File: config.mk
export PLATFORM = sky130hd
export DESIGN_NAME = image_encrypter
export DESIGN_NICKNAME = d
export VERILOG_FILES = /design/src/rtl/image_crypt_pkg.sv /design/src/rtl/crypt_delay_line.sv /design/src/rtl/image_encrypter.sv
export SDC_FILE = /design/constraint.sdc
export NUM_CORES = 1
export LEC_CHECK = 0
export ABC_AREA = 1
export BUFFER_PORTS_ARGS = -buffer_cell sky130_fd_sc_hd__buf_2
export CAP_MARGIN = 20
export CORE_MARGIN = 3
export CORE_UTILIZATION = 51
export CTS_BUF_LIST = sky130_fd_sc_hd__clkbuf_2
export CTS_CLUSTER_SIZE = 16
export DETAILED_ROUTE_END_ITERATION = 8
export GPL_TIMING_DRIVEN = 0
export PLACE_DENSITY = 0.84
export RECOVER_POWER = 25
export SLEW_MARGIN = 20
export SYNTH_ARGS = -nofsm -noshare
export SYNTH_HDL_FRONTEND = slang
export SYNTH_SLANG_ARGS = --single-unit
File: constraint.sdc
create_clock -name clk -period 1.7 [get_ports clk]
set_input_delay 0 -clock clk [delete_from_list [all_inputs] [get_ports clk]]
set_output_delay 0 -clock clk [all_outputs]
set_load 0.01 [all_outputs]
File: src/rtl/image_crypt_pkg.sv
// Shared constants, state encoding and key schedule for the frame encrypter/decrypter pair.
// Latency: n/a (declarations only).
// Backpressure: n/a.
package image_crypt_pkg;

    localparam int ADDR_W     = 15;
    localparam int DATA_W     = 8;
    localparam int NUM_PIXELS = 19200;
    localparam logic [7:0] KEY = 8'b1011_0011;

    typedef enum logic [1:0] {
        IDLE  = 2'd0,
        READ  = 2'd1,
        DRAIN = 2'd2,
        DONE  = 2'd3
    } crypt_state_e;

    // Folding the low nibble onto the high nibble; 8'hB3 yields 8'h83.
    function automatic logic [7:0] key_byte(input logic [7:0] key);
        return key ^ (key << 4);
    endfunction

endpackage

File: src/rtl/crypt_delay_line.sv
// Shift register of {valid, addr} that tracks source RAM reads until the write side.
// Latency: DEPTH cycles in_vld -> out_vld; tap_* is the stage one cycle earlier.
// Backpressure: none, shifts every cycle; stored addresses hold while no valid entry passes.
module crypt_delay_line #(
    parameter int DEPTH  = 2,
    parameter int ADDR_W = 15
) (
    input  logic              clk,
    input  logic              rst_n,
    input  logic              in_vld,
    input  logic [ADDR_W-1:0] in_addr,
    output logic              pend_vld,
    output logic              tap_vld,
    output logic [ADDR_W-1:0] tap_addr,
    output logic              out_vld,
    output logic [ADDR_W-1:0] out_addr
);

    logic [DEPTH-1:0]  vld_q;
    logic [DEPTH-1:0]  vld_d;
    logic [ADDR_W-1:0] addr_q [DEPTH];
    logic [ADDR_W-1:0] addr_d [DEPTH];

    always_comb begin
        vld_d  = {vld_q[DEPTH-2:0], in_vld};
        addr_d = addr_q;
        if (in_vld) begin
            addr_d[0] = in_addr;
        end
        for (int i = 1; i < DEPTH; i++) begin
            if (vld_q[i-1]) begin
                addr_d[i] = addr_q[i-1];
            end
        end
    end

    always_ff @(posedge clk) begin
        if (!rst_n) begin
            vld_q <= '0;
            for (int i = 0; i < DEPTH; i++) begin
                addr_q[i] <= '0;
            end
        end else begin
            vld_q  <= vld_d;
            addr_q <= addr_d;
        end
    end

    // Everything ahead of the final stage; empty means only the last write remains.
    assign pend_vld = |vld_q[DEPTH-2:0];
    assign tap_vld  = vld_q[DEPTH-2];
    assign tap_addr = addr_q[DEPTH-2];
    assign out_vld  = vld_q[DEPTH-1];
    assign out_addr = addr_q[DEPTH-1];

endmodule

File: src/rtl/image_encrypter.sv
// Walks a source frame and writes XOR-encrypted bytes (IMAGE_ENCRYPTER_ADDR_WHITEN_EN adds address whitening).
// Latency: read_addr A -> write_en/write_addr A RD_LAT+1 cycles later; done one cycle after the last write.
// Backpressure: none; fixed-rate one pixel per cycle, start ignored unless IDLE.
module image_encrypter
    import image_crypt_pkg::*;
#(
    parameter int         ADDR_W     = image_crypt_pkg::ADDR_W,
    parameter int         DATA_W     = image_crypt_pkg::DATA_W,
    parameter int         NUM_PIXELS = image_crypt_pkg::NUM_PIXELS,
    parameter logic [7:0] KEY        = image_crypt_pkg::KEY,
    parameter int         RD_LAT     = 1
) (
    input  logic              clk,
    input  logic              rst_n,
    input  logic              start,
    output logic              busy,
    output logic              done,
    output logic [ADDR_W-1:0] read_addr,
    input  logic [DATA_W-1:0] plain_data,
    output logic              write_en,
    output logic [ADDR_W-1:0] write_addr,
    output logic [DATA_W-1:0] encrypted_data
);

    localparam logic [DATA_W-1:0] K        = DATA_W'(key_byte(KEY));
    localparam logic [ADDR_W:0]   LAST_IDX = (ADDR_W+1)'(NUM_PIXELS - 1);

    crypt_state_e      state_q, state_d;
    logic [ADDR_W:0]   cnt_q, cnt_d;
    logic              busy_q, busy_d;
    logic              done_q, done_d;
    logic [DATA_W-1:0] enc_q, enc_d;
    logic              issue;

    logic              pend_vld;
    logic              tap_vld;
    logic [ADDR_W-1:0] tap_addr;
    logic              out_vld;
    logic [ADDR_W-1:0] out_addr;
    logic [DATA_W-1:0] whiten;

    crypt_delay_line #(
        .DEPTH  (RD_LAT + 1),
        .ADDR_W (ADDR_W)
    ) u_delay (
        .clk      (clk),
        .rst_n    (rst_n),
        .in_vld   (issue),
        .in_addr  (cnt_q[ADDR_W-1:0]),
        .pend_vld (pend_vld),
        .tap_vld  (tap_vld),
        .tap_addr (tap_addr),
        .out_vld  (out_vld),
        .out_addr (out_addr)
    );

`ifdef IMAGE_ENCRYPTER_ADDR_WHITEN_EN
    // tap_addr is the address this byte will be written to on the next cycle.
    assign whiten = DATA_W'(tap_addr);
`else
    assign whiten = '0;
`endif

    always_comb begin
        state_d = state_q;
        cnt_d   = cnt_q;
        enc_d   = enc_q;
        issue   = 1'b0;
        case (state_q)
            IDLE: begin
                if (start) begin
                    state_d = READ;
                    cnt_d   = '0;
                end
            end
            READ: begin
                issue = 1'b1;
                if (cnt_q == LAST_IDX) begin
                    state_d = DRAIN;
                end else begin
                    cnt_d = cnt_q + 1'b1;
                end
            end
            DRAIN: begin
                if (!pend_vld) begin
                    state_d = DONE;
                end
            end
            DONE:    state_d = IDLE;
            default: state_d = IDLE;
        endcase
        if (tap_vld) begin
            enc_d = plain_data ^ K ^ whiten;
        end
        busy_d = (state_d == READ) || (state_d == DRAIN);
        done_d = (state_d == DONE);
    end

    always_ff @(posedge clk) begin
        if (!rst_n) begin
            state_q <= IDLE;
            cnt_q   <= '0;
            busy_q  <= 1'b0;
            done_q  <= 1'b0;
            enc_q   <= '0;
        end else begin
            state_q <= state_d;
            cnt_q   <= cnt_d;
            busy_q  <= busy_d;
            done_q  <= done_d;
            enc_q   <= enc_d;
        end
    end

    assign busy           = busy_q;
    assign done           = done_q;
    assign read_addr      = cnt_q[ADDR_W-1:0];
    assign write_en       = out_vld;
    assign write_addr     = out_addr;
    assign encrypted_data = enc_q;

endmodule

* Yosys cells after proc, flatten, opt, wreduce, memory -nomap -nowiden
Index checks and enable logic that the tools add are counted.
Storage, ports and cells: register bits 60, output and inout bits 41, input port bits 11, logic and storage cells 31
Cells by class: bitwise logic cells 1, equal/unequal tests 9, reductions and logical operators 4, $add $sub $neg 1, muxes and demuxes 8
Operators by type and width (number):
- 16-bit 2-to-1 mux | 2
- 16-bit one-hot mux with 2 select lines | 1
- 16-bit by 1-bit adder with 16-bit output, second input constant | 1
- 16-bit by 15-bit == test with 1-bit output, second input constant | 1
- 2-bit == test, second input constant | 4
- 2-bit one-hot mux with 4 select lines | 1
- 2-bit 2-to-1 mux | 3
- 2-bit by 1-bit == test with 1-bit output, second input constant | 2
- 2-bit inequality test, second input constant | 2
- 3-bit NOT | 1
- 3-bit AND reduction | 1
- 2-bit zero test | 1
- 2-bit nonzero test | 1
- 1-bit logical OR | 1
- 1-bit 2-to-1 mux | 1

* Depth between registers and ports, before layout
Gate-level depths: netlist of the first run.
depth after elaboration 5, depth in mapped cells 11, mapped depth without buffers 10

* Hierarchy
Synthesis of the first run repeated with hierarchy kept, for this count alone.
Second synthesis, totals: cell total of the unflattened synthesis 450, area, all modules 2899.0 um2
By module, submodules not included:
- image_encrypter | cells an instance 254, sequential area each 560.5 um2, times used 1, area an instance 1620.3 um2
- crypt_delay_line | cells an instance 196, sequential area each 640.6 um2, times used 1, area an instance 1278.7 um2

* Worst setup path after synthesis of the first run
Ideal clock, no wire load.
path type register -> register, from register cnt_q[0], to register busy_q, in the netlist busy, required time 1.591 ns, period minus slack after synthesis 1.749 ns, setup slack -0.049 ns, stages on the path, launching flop included 11, data arrival time 1.640 ns, setup time 0.109 ns, buffers on the path 1, cells stage by stage dfxtp_1 -> ha_1 -> nand3_1 -> nor2_4 -> nand3_4 -> nand2_2 -> buf_6 -> nand2_1 -> ha_1 -> nand2_1 -> inv_1
On the way: cells in the longest elaborated chain, start to end 5, elaborated cells on any way between the ends 6, classes of those cells 3 x eq/ne; 2 x mux; 1 x reduce/logical
RTL lines:
- from (decl) | RTL line image_encrypter.sv:29 | logic [ADDR_W:0] cnt_q, cnt_d;
- from (signal assigned) | RTL line image_encrypter.sv:108 | cnt_q <= cnt_d;
- 16-bit by 15-bit == test with 1-bit output * | RTL line image_encrypter.sv:78 | if (cnt_q == LAST_IDX) begin
- 2-bit 2-to-1 mux * | RTL line image_encrypter.sv:78
- 2-bit one-hot mux with 4 select lines * | RTL line image_encrypter.sv:69 | case (state_q)
- 2-bit by 1-bit == test with 1-bit output / 2-bit == test (equally long branches) | RTL line image_encrypter.sv:95 | busy_d = (state_d == READ) || (state_d == DRAIN);
- 1-bit logical OR * | RTL line image_encrypter.sv:95
- net busy_d | RTL line image_encrypter.sv:30 | logic busy_q, busy_d;
- to (signal assigned) | RTL line image_encrypter.sv:109 | busy_q <= busy_d;
- to (decl) | RTL line image_encrypter.sv:30
Mark *: on every way through the listed nets, which the timed path passes. The rest lies on a longest branch. A chain may end at the register's enable or synchronous reset.

* Worst setup path in the final report of the first run
from register cnt_q[1], to register busy_q, in the netlist busy
Same word-level chain as after synthesis.

==> run summary, run 1 <==
Outcome - complete, no violations
Starting Density - 54.2%
Critical Path Max Stage Delay - 0.38 ns
Final instance area - 3200 um2
Worst slack, placed - -0.250 ns
Share of the synthesized area in the top cell type - 45.7%
Fillers - 445
DP HPWL - 4620 um
Worst rel slew slack - 65.5%
Hold Path Class - primary input to flop
Post-placement cell area - 2970 um2
CTS clock-pin slew for the worst setup and hold paths - 0.16 ns
Worst-path fanout max - 4
Worst setup SP type - flop
Antenna Cells - 0
Wire length per cell - 13.2 um
Cells along the critical path - ha_2 > nand3_4 > nor2_4 > nand3_4 > nand2_2 > buf_6 > nand2_1 > ha_1 > nand2_1 > inv_1
Required @ worst endpoint - 2.12 ns
Period minus WS final - 1.62 ns
# IOs - 52
PwrDens - 777 nW/um2
Starting DRT DRC Count - 191
Die H - 77.8 um
Flops & latches, synth - 60
DRT Pass-1 Iters - 5
Area of the mapped netlist - 2630 um2
Syn Inst Count - 370
Layout net count - 461
Critical path class - flop to flop
CTS tree - built
Final core utilization - 65.9%
Clock sinks - 60
Worst EP arrival - 2.03 ns
Area delta synth->final - 21.6%
Grt met2 use - 37.5%
CTS max path bufs - 2
Antenna-violating nets left - 0
CTS root buffer - clkbuf_2
Port Buf Inserts - 51
Drt drc - 0
Peak supply drop - 0.632 mV
# rows - 25
Top post-synthesis cells by area - dfxtp_1 46%, nand2_1 10%, nor2_1 9.1%
Synth unique cells - 25
Final hold vios - 0
Core Area - 4850 um2
Largest net degree at the start of global routing - 11
GR Util met1 - 29.2%
Tcrit/Tclk final - 95.2%
Max Cap Viol - 0
Crit path capture type - flop
Count of final setup violators - 0
Synth Warn # - 0
Final WS setup - 0.0813 ns
Total CTS buffers - 9
Power Total - 2.48 mW
Die area - 6050 um2
RePlAce Congestion - 0.923
Leakage - 1.50 nW
Post-Route Setup TNS - 0 ns
Syn Nets - 383
Vias in the first global route - 2453
Slowest CP cell - dfxtp_4
Final wirelength - 6840 um
Total grt overflow - 0
DR vias/cell - 5.01
Die Width - 77.8 um
Global routing's busiest layer - met2
Gr usage total - 23.8%
Worst slew pin tran - 0.517 ns
Met3 Usage GRT - 8.93%
Clk_skew - 0.0214 ns
Sequential share of the synthesized area - 45.7%
Latest clock arrival within the worst-skew pair - 0.51 ns
Initial antenna violation count - 0
Max Slew Vio Count - 0
Area leader, netlist - dfxtp_1
Global-route wire length before repair - 11100 um
Maximum clock rate - 0.618 GHz
Mean post-synth cell area - 7.10 um2
CTS H-Tree Depth - 3
Ratio of cells with drive above 1 in the final layout - 19.2%
Via count - 2600
layout make-up:
class	instances	area (um2)	share of cell area (%)
plain buffers	30	180	5.64
clock buffers	11	55.1	1.72
clock inverters	4	17.5	0.548
inverters	34	128	3.99
multi-input cells	246	1140	35.8
flip-flops and latches	60	1220	38.1
well taps	67	83.8	2.62
repair buffers	67	369	11.6
metal layers:
layer | wire, um | up-vias | share of wire, %
met1 | 2930 | 1169 | 43
met3 | 453 | 16 | 6.6
li1 | - | 1323 | -
met4 | 172 | 0 | 2.5
met5 | 0 | - | 0
met2 | 3280 | 92 | 48
synth_stat cells:
cell type,n
a21oi_2,2
inv_2,2
inv_1,32
nor2_4,2
ha_1,2
buf_6,1
and3_1,1
o21ai_1,1
dfxtp_1,60
nand3_4,1
buf_4,15
buf_1,1
nor2_2,1
nand2_2,2
o211ai_1,1
nand2_1,72
clkbuf_1,11
nor2_1,64
or2_2,1
nor3_1,1
nand4_1,3
o21ai_0,42
a21oi_1,26
nand3_1,24
buf_2,2
worst paths after layout:
check | start | to | slack (ns) | cells after the start
worst min register to register | u_delay.tap_addr[4]$_SDFFE_PN0P_ | u_delay.out_addr[4]$_SDFFE_PN0P_ | 0.49 | 2
worst max register to register | cnt_q[1]$_SDFFE_PN0P_ | busy$_SDFF_PN0_ | 0.08 | 10
worst min-delay path | plain_data[7] | encrypted_data[7]$_SDFFE_PN0P_ | 0.18 | 3
worst max-delay path | cnt_q[1]$_SDFFE_PN0P_ | busy$_SDFF_PN0_ | 0.08 | 10
kinds of logic after synthesis:
logic type	synth area share, %
adders and majority gates	0.952
DFF	45.7
AOI/OAI and AO/OA	14.1
buffers and inverters	11.7
and+or+nand+nor	27.6
flip-flops by register name, indices dropped and copies added, names as in the netlist:
name              cells
done                  1
encrypted_data        8
state_q               2
busy                  1
u_delay.vld_q         2
u_delay.out_addr     15
cnt_q                16
u_delay.tap_addr     15
report_power, final:
| group | internal [mW] | switching, mW | total, mW |
|---|---|---|---|
| sequential | 1.47 | 0.0336 | 1.50 |
| combinational | 0.105 | 0.176 | 0.281 |
| clock | 0.183 | 0.515 | 0.698 |
| total | 1.76 | 0.725 | 2.48 |
repair_timing:
item | in CTS | in global routing
buffers inserted | 3 | 3
resized for setup | 5 | 12
cloned | 0 | 0
pin swaps | 2 | 1
hold buffers | 10 | 0
hold endpoints to repair | 13 | 0
setup endpoints to repair | 8 | 7
cells in the final DEF, fill, tap and decap left out:
master / n
o21ai_1: 1
dlygate4sd3_1: 10
dfxtp_1: 50
clkbuf_2: 12
o211ai_1: 1
buf_6: 1
nand2_1: 72
a21oi_1: 26
ha_1: 1
o21ai_0: 42
buf_2: 28
nor2_4: 2
buf_4: 21
a21oi_4: 1
dfxtp_4: 2
nand3_1: 23
a21oi_2: 1
nand4_1: 3
dfxtp_2: 8
or2_2: 1
clkinv_2: 2
nand3_4: 2
ha_2: 1
nor2_2: 1
nand2_2: 2
buf_1: 1
clkbuf_1: 35
inv_2: 2
nor3_1: 1
and3_1: 1
clkinv_1: 2
nor2_1: 64
inv_1: 32
worst max-delay path, delay by kind of cell, from the launching register on:
| family | cells | cell delay (ns) |
|---|---|---|
| adder cells (fa/ha/maj) | 2 | 0.49 |
| AND/OR/NAND/NOR | 6 | 0.53 |
| flip-flops | 1 | 0.38 |
| buffers and inverters | 2 | 0.14 |
stage by stage:
stage,std cells,hold WS (ns)
2_1_floorplan,370,0.0935
3_3_place_gp,488,0.178
3_5_place_dp,488,0.185
4_1_cts,516,0.166
5_1_grt,519,0.118
6_report,519,0.184
No activity file was read; power rests on OpenSTA's default activity.
==> run 2, diff against run 1 <==
--- a/config.mk
+++ b/config.mk
@@ -8,6 +8,7 @@
 export ABC_AREA = 1
 export BUFFER_PORTS_ARGS = -buffer_cell sky130_fd_sc_hd__buf_2
 export CAP_MARGIN = 20
+export CORE_ASPECT_RATIO = 1.1
 export CORE_MARGIN = 3
 export CORE_UTILIZATION = 51
 export CTS_BUF_LIST = sky130_fd_sc_hd__clkbuf_2
==> run 2 against run 1 <==
  * Wire length rose by 1.8%
  * Final area rose by 0.39%
  * Clock-buffer cell count fell by 2
  * Non-clock buffer count rose by 1
  * Critical endpoint unchanged
  * Worst hold slack improved by 0.010 ns
  * Sequential cell count did not move
  * Largest power group unchanged
  * Critical path depth did not move
  * Sequential share of layout area fell by 0.23 points
  * Combinational power rose by 2%
  * Utilization rose by 0.72 points
  * Register-to-register slack barely moved
  * Power rose by 6.0%
==> run summary, run 2 (synthesized netlist as in run 1, its figures left out) <==
Outcome - complete, no violations
Total CTS buffers - 9 (unchanged)
# rows - 26 (+4.0%)
Worst EP arrival - 2.01 ns (-0.02 ns)
Initial antenna violation count - 0 (unchanged)
CTS tree - built
Clk_skew - 0.0256 ns (+0.00421 ns)
RSZ-0062 raised after global routing - yes
Port Buf Inserts - 51 (unchanged)
Hold-critical path depth - 3 (unchanged)
Starting Density - 54.6% (+0.38 points)
Area delta synth->final - 22.0%
Grt met2 use - 40.4% (+2.9 points)
Die Width - 74.5 um (-4.3%)
Wire length per cell - 13.7 um (+3.8%)
Antenna Cells - 0 (unchanged)
Post-Route Setup TNS - 0 ns (unchanged)
Gr usage total - 24.5% (+0.75 points)
Worst-path fanout max - 4 (unchanged)
Register with the highest flop count - cnt_q
PwrDens - 821 nW/um2 (+5.6%)
Post-placement cell area - 2960 um2 (-0.46%)
Crit path capture type - flop
Layout net count - 462 (+0.22%)
Met3 Usage GRT - 7.30% (-1.6 points)
DP HPWL - 4620 um (about the same)
Required @ worst endpoint - 2.10 ns (-0.02 ns)
Worst rel slew slack - 66.4% (+0.86 points)
Peak supply drop - 0.705 mV (+12%)
Largest net degree at the start of global routing - 11 (unchanged)
DR vias/cell - 5.38 (+7.5%)
Leakage - 1.51 nW (+0.88%)
Critical path class - flop to flop
Tcrit/Tclk final - 95.2% (about the same)
Latest clock arrival within the worst-skew pair - 0.50 ns (about the same)
Clock sinks - 60 (unchanged)
Global routing's busiest layer - met2
Number of flip-flops under the largest register name - 16 (unchanged)
Die H - 81.3 um (+4.5%)
Period minus WS final - 1.62 ns (-0.000754 ns)
Antenna-violating nets left - 0 (unchanged)
Final core utilization - 66.6% (+0.72 points)
CTS clock-pin slew for the worst setup and hold paths - 0.17 ns (about the same)
Via count - 2740 (+5.4%)
RePlAce Congestion - 0.892 (-3.3%)
Hold Path Class - primary input to flop
Hold slack - 0.195 ns (+0.0104 ns)
Global-route wire length before repair - 11200 um (+0.43%)
CTS root buffer - clkbuf_2
Maximum clock rate - 0.618 GHz (about the same)
Die area - 6050 um2 (about the same)
DRT Pass-1 Iters - 5 (unchanged)
CTS max path bufs - 2 (unchanged)
FF-to-FF path depth - 10 (unchanged)
Final hold vios - 0 (unchanged)
Most frequent cells in the layout - 72 x nand2_1, 64 x nor2_1, 50 x dfxtp_1, 42 x o21ai_0, 35 x clkbuf_1
GR Util met1 - 29.9% (+0.67 points)
Drt drc - 0 (unchanged)
Worst slew pin tran - 0.504 ns (-0.0129 ns)
Worst setup SP type - flop
CTS H-Tree Depth - 3 (unchanged)
Total grt overflow - 0 (unchanged)
Ratio of cells with drive above 1 in the final layout - 19.6% (+0.40 points)
Final instance area - 3210 um2 (+0.39%)
Max Cap Viol - 0 (unchanged)
Most common cell after layout, fill and taps aside - nand2_1
Core Area - 4810 um2 (-0.70%)
Final wirelength - 6960 um (+1.8%)
Count of final setup violators - 0 (unchanged)
# IOs - 52 (unchanged)
Max Slew Vio Count - 0 (unchanged)
Vias in the first global route - 2393 (-2.4%)
Starting DRT DRC Count - 217 (+14%)
-- run 2: cell types whose count changed in the layout (fill, tap and decap cells not counted), sizes merged --
cell and change:
buf +1, bufinv +1, clkbuf -2, clkinvlp +1
-- run 2: repair_timing --
| action | 4_1_cts | 5_1_grt |
|---|---|---|
| gates resized for setup | 4 | 11 |
| cloned | 0 | 0 |
| hold buffers | 10 | 0 |
| pin swaps | 2 | 1 |
| setup buffers | 3 | 4 |
| setup endpoints to repair | 8 | 4 |
| endpoints found under the hold margin | 13 | 0 |
-- run 2: cell type report --
class                           instances  area, um2
Fill cell                             440       1610
Sequential cell                        60       1220
Multi-Input combinational cell        246       1140
Timing Repair Buffer                   68        377
Buffer                                 30        180
Inverter                               34        128
Tap cell                               56       70.1
Clock inverter                          6       56.3
Clock buffer                            9       45.0
-- run 2: worst max-delay path, cell delays in order, from the launching register on --
cell	delay, ns
dfxtp_2	0.37
ha_2	0.19
nand3_2	0.12
nor2_4	0.14
nand3_4	0.09
nand2_2	0.08
buf_6	0.10
nand2_1	0.07
ha_1	0.27
nand2_1	0.07
inv_1	0.04
-- run 2: worst paths after layout --
kind / endpoint / slack (ns) / start
worst max-delay path: busy$_SDFF_PN0_ / 0.08 / cnt_q[1]$_SDFFE_PN0P_
worst min-delay path: encrypted_data[1]$_SDFFE_PN0P_ / 0.19 / plain_data[1]
worst max register to register: busy$_SDFF_PN0_ / 0.08 / cnt_q[1]$_SDFFE_PN0P_
worst min register to register: u_delay.out_addr[4]$_SDFFE_PN0P_ / 0.48 / u_delay.tap_addr[4]$_SDFFE_PN0P_
-- run 2: through the flow --
stage | setup slack, ns | total power [mW] | instances
floorplan | 0.00845 | 1.69 | 370
global placement | -0.219 | 1.78 | 477
detailed placement | -0.251 | 1.79 | 477
CTS | 0.00297 | 2.64 | 505
global route | -0.0177 | 2.74 | 509
finish | 0.0820 | 2.63 | 509
-- run 2: power by group --
part	switching, mW	internal, mW
logic	0.181	0.107
registers	0.0333	1.47
clock network	0.521	0.319
total	0.734	1.90
-- run 2: per-layer routing --
layer  vias to the layer above  part of all wire, %
li1                       1334                    -
met1                      1242                   41
met2                       137                   48
met3                        27                  7.7
met4                         0                  2.9
met5                         -                    0
==> run 3, diff against run 2 <==
--- a/config.mk
+++ b/config.mk
@@ -15,7 +15,7 @@
 export CTS_CLUSTER_SIZE = 16
 export DETAILED_ROUTE_END_ITERATION = 8
 export GPL_TIMING_DRIVEN = 0
-export PLACE_DENSITY = 0.84
+export PLACE_DENSITY_LB_ADDON = 0.12
 export RECOVER_POWER = 25
 export SLEW_MARGIN = 20
 export SYNTH_ARGS = -nofsm -noshare
==> run 3 against run 2 <==
  * Critical endpoint unchanged
  * Sequential power barely moved
  * Die area did not move
  * Fmax rose by 0.32%
  * Final area rose by 3.1%
  * Sequential cell count did not move
  * Worst setup slack improved by 0.0052 ns
  * Largest cell class unchanged
==> run summary, run 3 (synthesized netlist as in run 1, its figures left out) <==
Worst rel slew slack - 64.2% (-2.2 points)
Critical path class - flop to flop
Fillers - 444 (+0.91%)
Vias in the first global route - 2466 (+3.1%)
Final wirelength - 6750 um (-3.1%)
Worst EP arrival - 2.02 ns (about the same)
Area of the multi-input gates - 1160 um2 (+2.0%)
Worst setup SP type - flop
Area delta synth->final - 25.8%
Wire length per cell - 13.2 um (-3.5%)
Latest clock arrival within the worst-skew pair - 0.50 ns (about the same)
Die Width - 74.5 um (unchanged)
Largest net degree at the start of global routing - 12 (+1)
CTS clock-pin slew for the worst setup and hold paths - 0.19 ns (+0.02 ns)
Count of final setup violators - 0 (unchanged)
Layout net count - 463 (+0.22%)
Tcrit/Tclk final - 94.9% (-0.31 points)
Antenna Cells - 0 (unchanged)
Core Area - 4810 um2 (unchanged)
Final hold vios - 0 (unchanged)
Gr usage total - 24.5% (-0.075 points)
Seq. cell area - 1220 um2 (+0.72%)
CTS H-Tree Depth - 3 (unchanged)
Hold Path Class - primary input to flop
Worst-path fanout max - 6 (+2)
Hold slack - 0.177 ns (-0.0174 ns)
Worst slack, placed - -0.245 ns (+0.00602 ns)
Antenna-violating nets left - 0 (unchanged)
Total grt overflow - 0 (unchanged)
Ratio of cells with drive above 1 in the final layout - 21.1% (+1.5 points)
Peak supply drop - 0.533 mV (-24%)
Starting DRT DRC Count - 190 (-12%)
DRT Pass-1 Iters - 6 (+1)
Drt drc - 0 (unchanged)
PwrDens - 900 nW/um2 (+9.6%)
DR vias/cell - 5.19 (-3.5%)
Most frequent cells in the layout - 72 x nand2_1, 64 x nor2_1, 47 x dfxtp_1, 42 x o21ai_0, 35 x clkbuf_1
Outcome - complete, no violations
Required @ worst endpoint - 2.11 ns (about the same)
Clk_skew - 0.0240 ns (-0.00164 ns)
Total CTS buffers - 9 (unchanged)
Clock sinks - 60 (unchanged)
Maximum clock rate - 0.620 GHz (+0.32%)
Critical hold path startpoint - plain_data[0]
CP startpoint - cnt_q[5]$_SDFFE_PN0P_
Worst slew pin tran - 0.537 ns (+0.0330 ns)
Global-route wire length before repair - 11300 um (+0.80%)
Starting Density - 54.6% (unchanged)
Max Cap Viol - 0 (unchanged)
R2r startpoint - cnt_q[5]$_SDFFE_PN0P_
Leakage - 1.55 nW (+2.4%)
Most common cell after layout, fill and taps aside - nand2_1
Register with the highest flop count - cnt_q
# rows - 26 (unchanged)
Period minus WS final - 1.61 ns (-0.00522 ns)
Final WS setup - 0.0872 ns (+0.00522 ns)
CTS tree - built
CTS root buffer - clkbuf_2
Via count - 2654 (-3.1%)
Number of flip-flops under the largest register name - 16 (unchanged)
Die area - 6050 um2 (unchanged)
Crit path capture type - flop
# IOs - 52 (unchanged)
Max Slew Vio Count - 0 (unchanged)
Die H - 81.3 um (unchanged)
RePlAce Congestion - 0.929 (+4.1%)
Initial antenna violation count - 0 (unchanged)
Port Buf Inserts - 51 (unchanged)
DP HPWL - 4580 um (-0.92%)
CTS max path bufs - 2 (unchanged)
run 3: changes by cell type in the layout (fill, tap and decap cells not counted), sizes merged:
cell	delta
clkbuf	+1
clkinv	-3
bufinv	+2
inv	+1
buf	+1
run 3: power by group:
group	internal [mW]	switching, mW
clock	0.643	0.549
combinational	0.106	0.174
sequential	1.47	0.0333
run 3: critical path, cell delays in order, from the launching register on:
cell	delay, ns
dfxtp_2	0.41
nand2_1	0.10
inv_2	0.09
nand2_2	0.07
nor2_4	0.13
nand3_4	0.09
nand2_2	0.08
buf_6	0.11
nand2_1	0.06
ha_1	0.28
nand2_1	0.07
inv_1	0.04
run 3: final timing paths:
check                                     end  slack (ns)  depth (start not counted)
min            encrypted_data[0]$_SDFFE_PN0P_        0.18                          3
max                           busy$_SDFF_PN0_        0.09                         11
min reg2reg  u_delay.out_addr[6]$_SDFFE_PN0P_        0.48                          2
max reg2reg                   busy$_SDFF_PN0_        0.09                         11
run 3: cell type report:
| class | instances | share of cell area [%] |
|---|---|---|
| flip-flops and latches | 60 | 37.0 |
| plain buffers | 30 | 5.45 |
| multi-input cells | 246 | 35.0 |
| repair buffers | 69 | 11.6 |
| inverters | 34 | 3.86 |
| clock inverters | 6 | 3.37 |
| well taps | 56 | 2.12 |
| clock buffers | 10 | 1.51 |
run 3: layer usage:
metal | wire (um) | GRT usage, % | vias to the layer above
li1 | - | - | 1337
met4 | 119 | 9.61 | 0
met2 | 3290 | 40.1 | 97
met1 | 2890 | 30.9 | 1207
met3 | 444 | 5.69 | 13
met5 | 0 | 0 | -
run 3: per-stage QoR:
stage	cell area, um2	TNS, ns	total power, mW	std cells	util, %
detailed placement	2960	-0.382	1.79	477	61.5
global placement	2960	-0.361	1.79	477	61.5
CTS	3270	0	2.99	507	68.0
floorplan	2630	0	1.69	370	-
finish	3310	0	2.98	511	68.7
global route	3310	-0.00726	3.12	511	68.7
run 3: repair_timing:
item,in CTS,in global routing
setup endpoints to repair,7,11
pin swaps,1,2
setup buffers,4,4
endpoints found under the hold margin,13,0
gates resized for setup,6,17
hold buffers,10,0
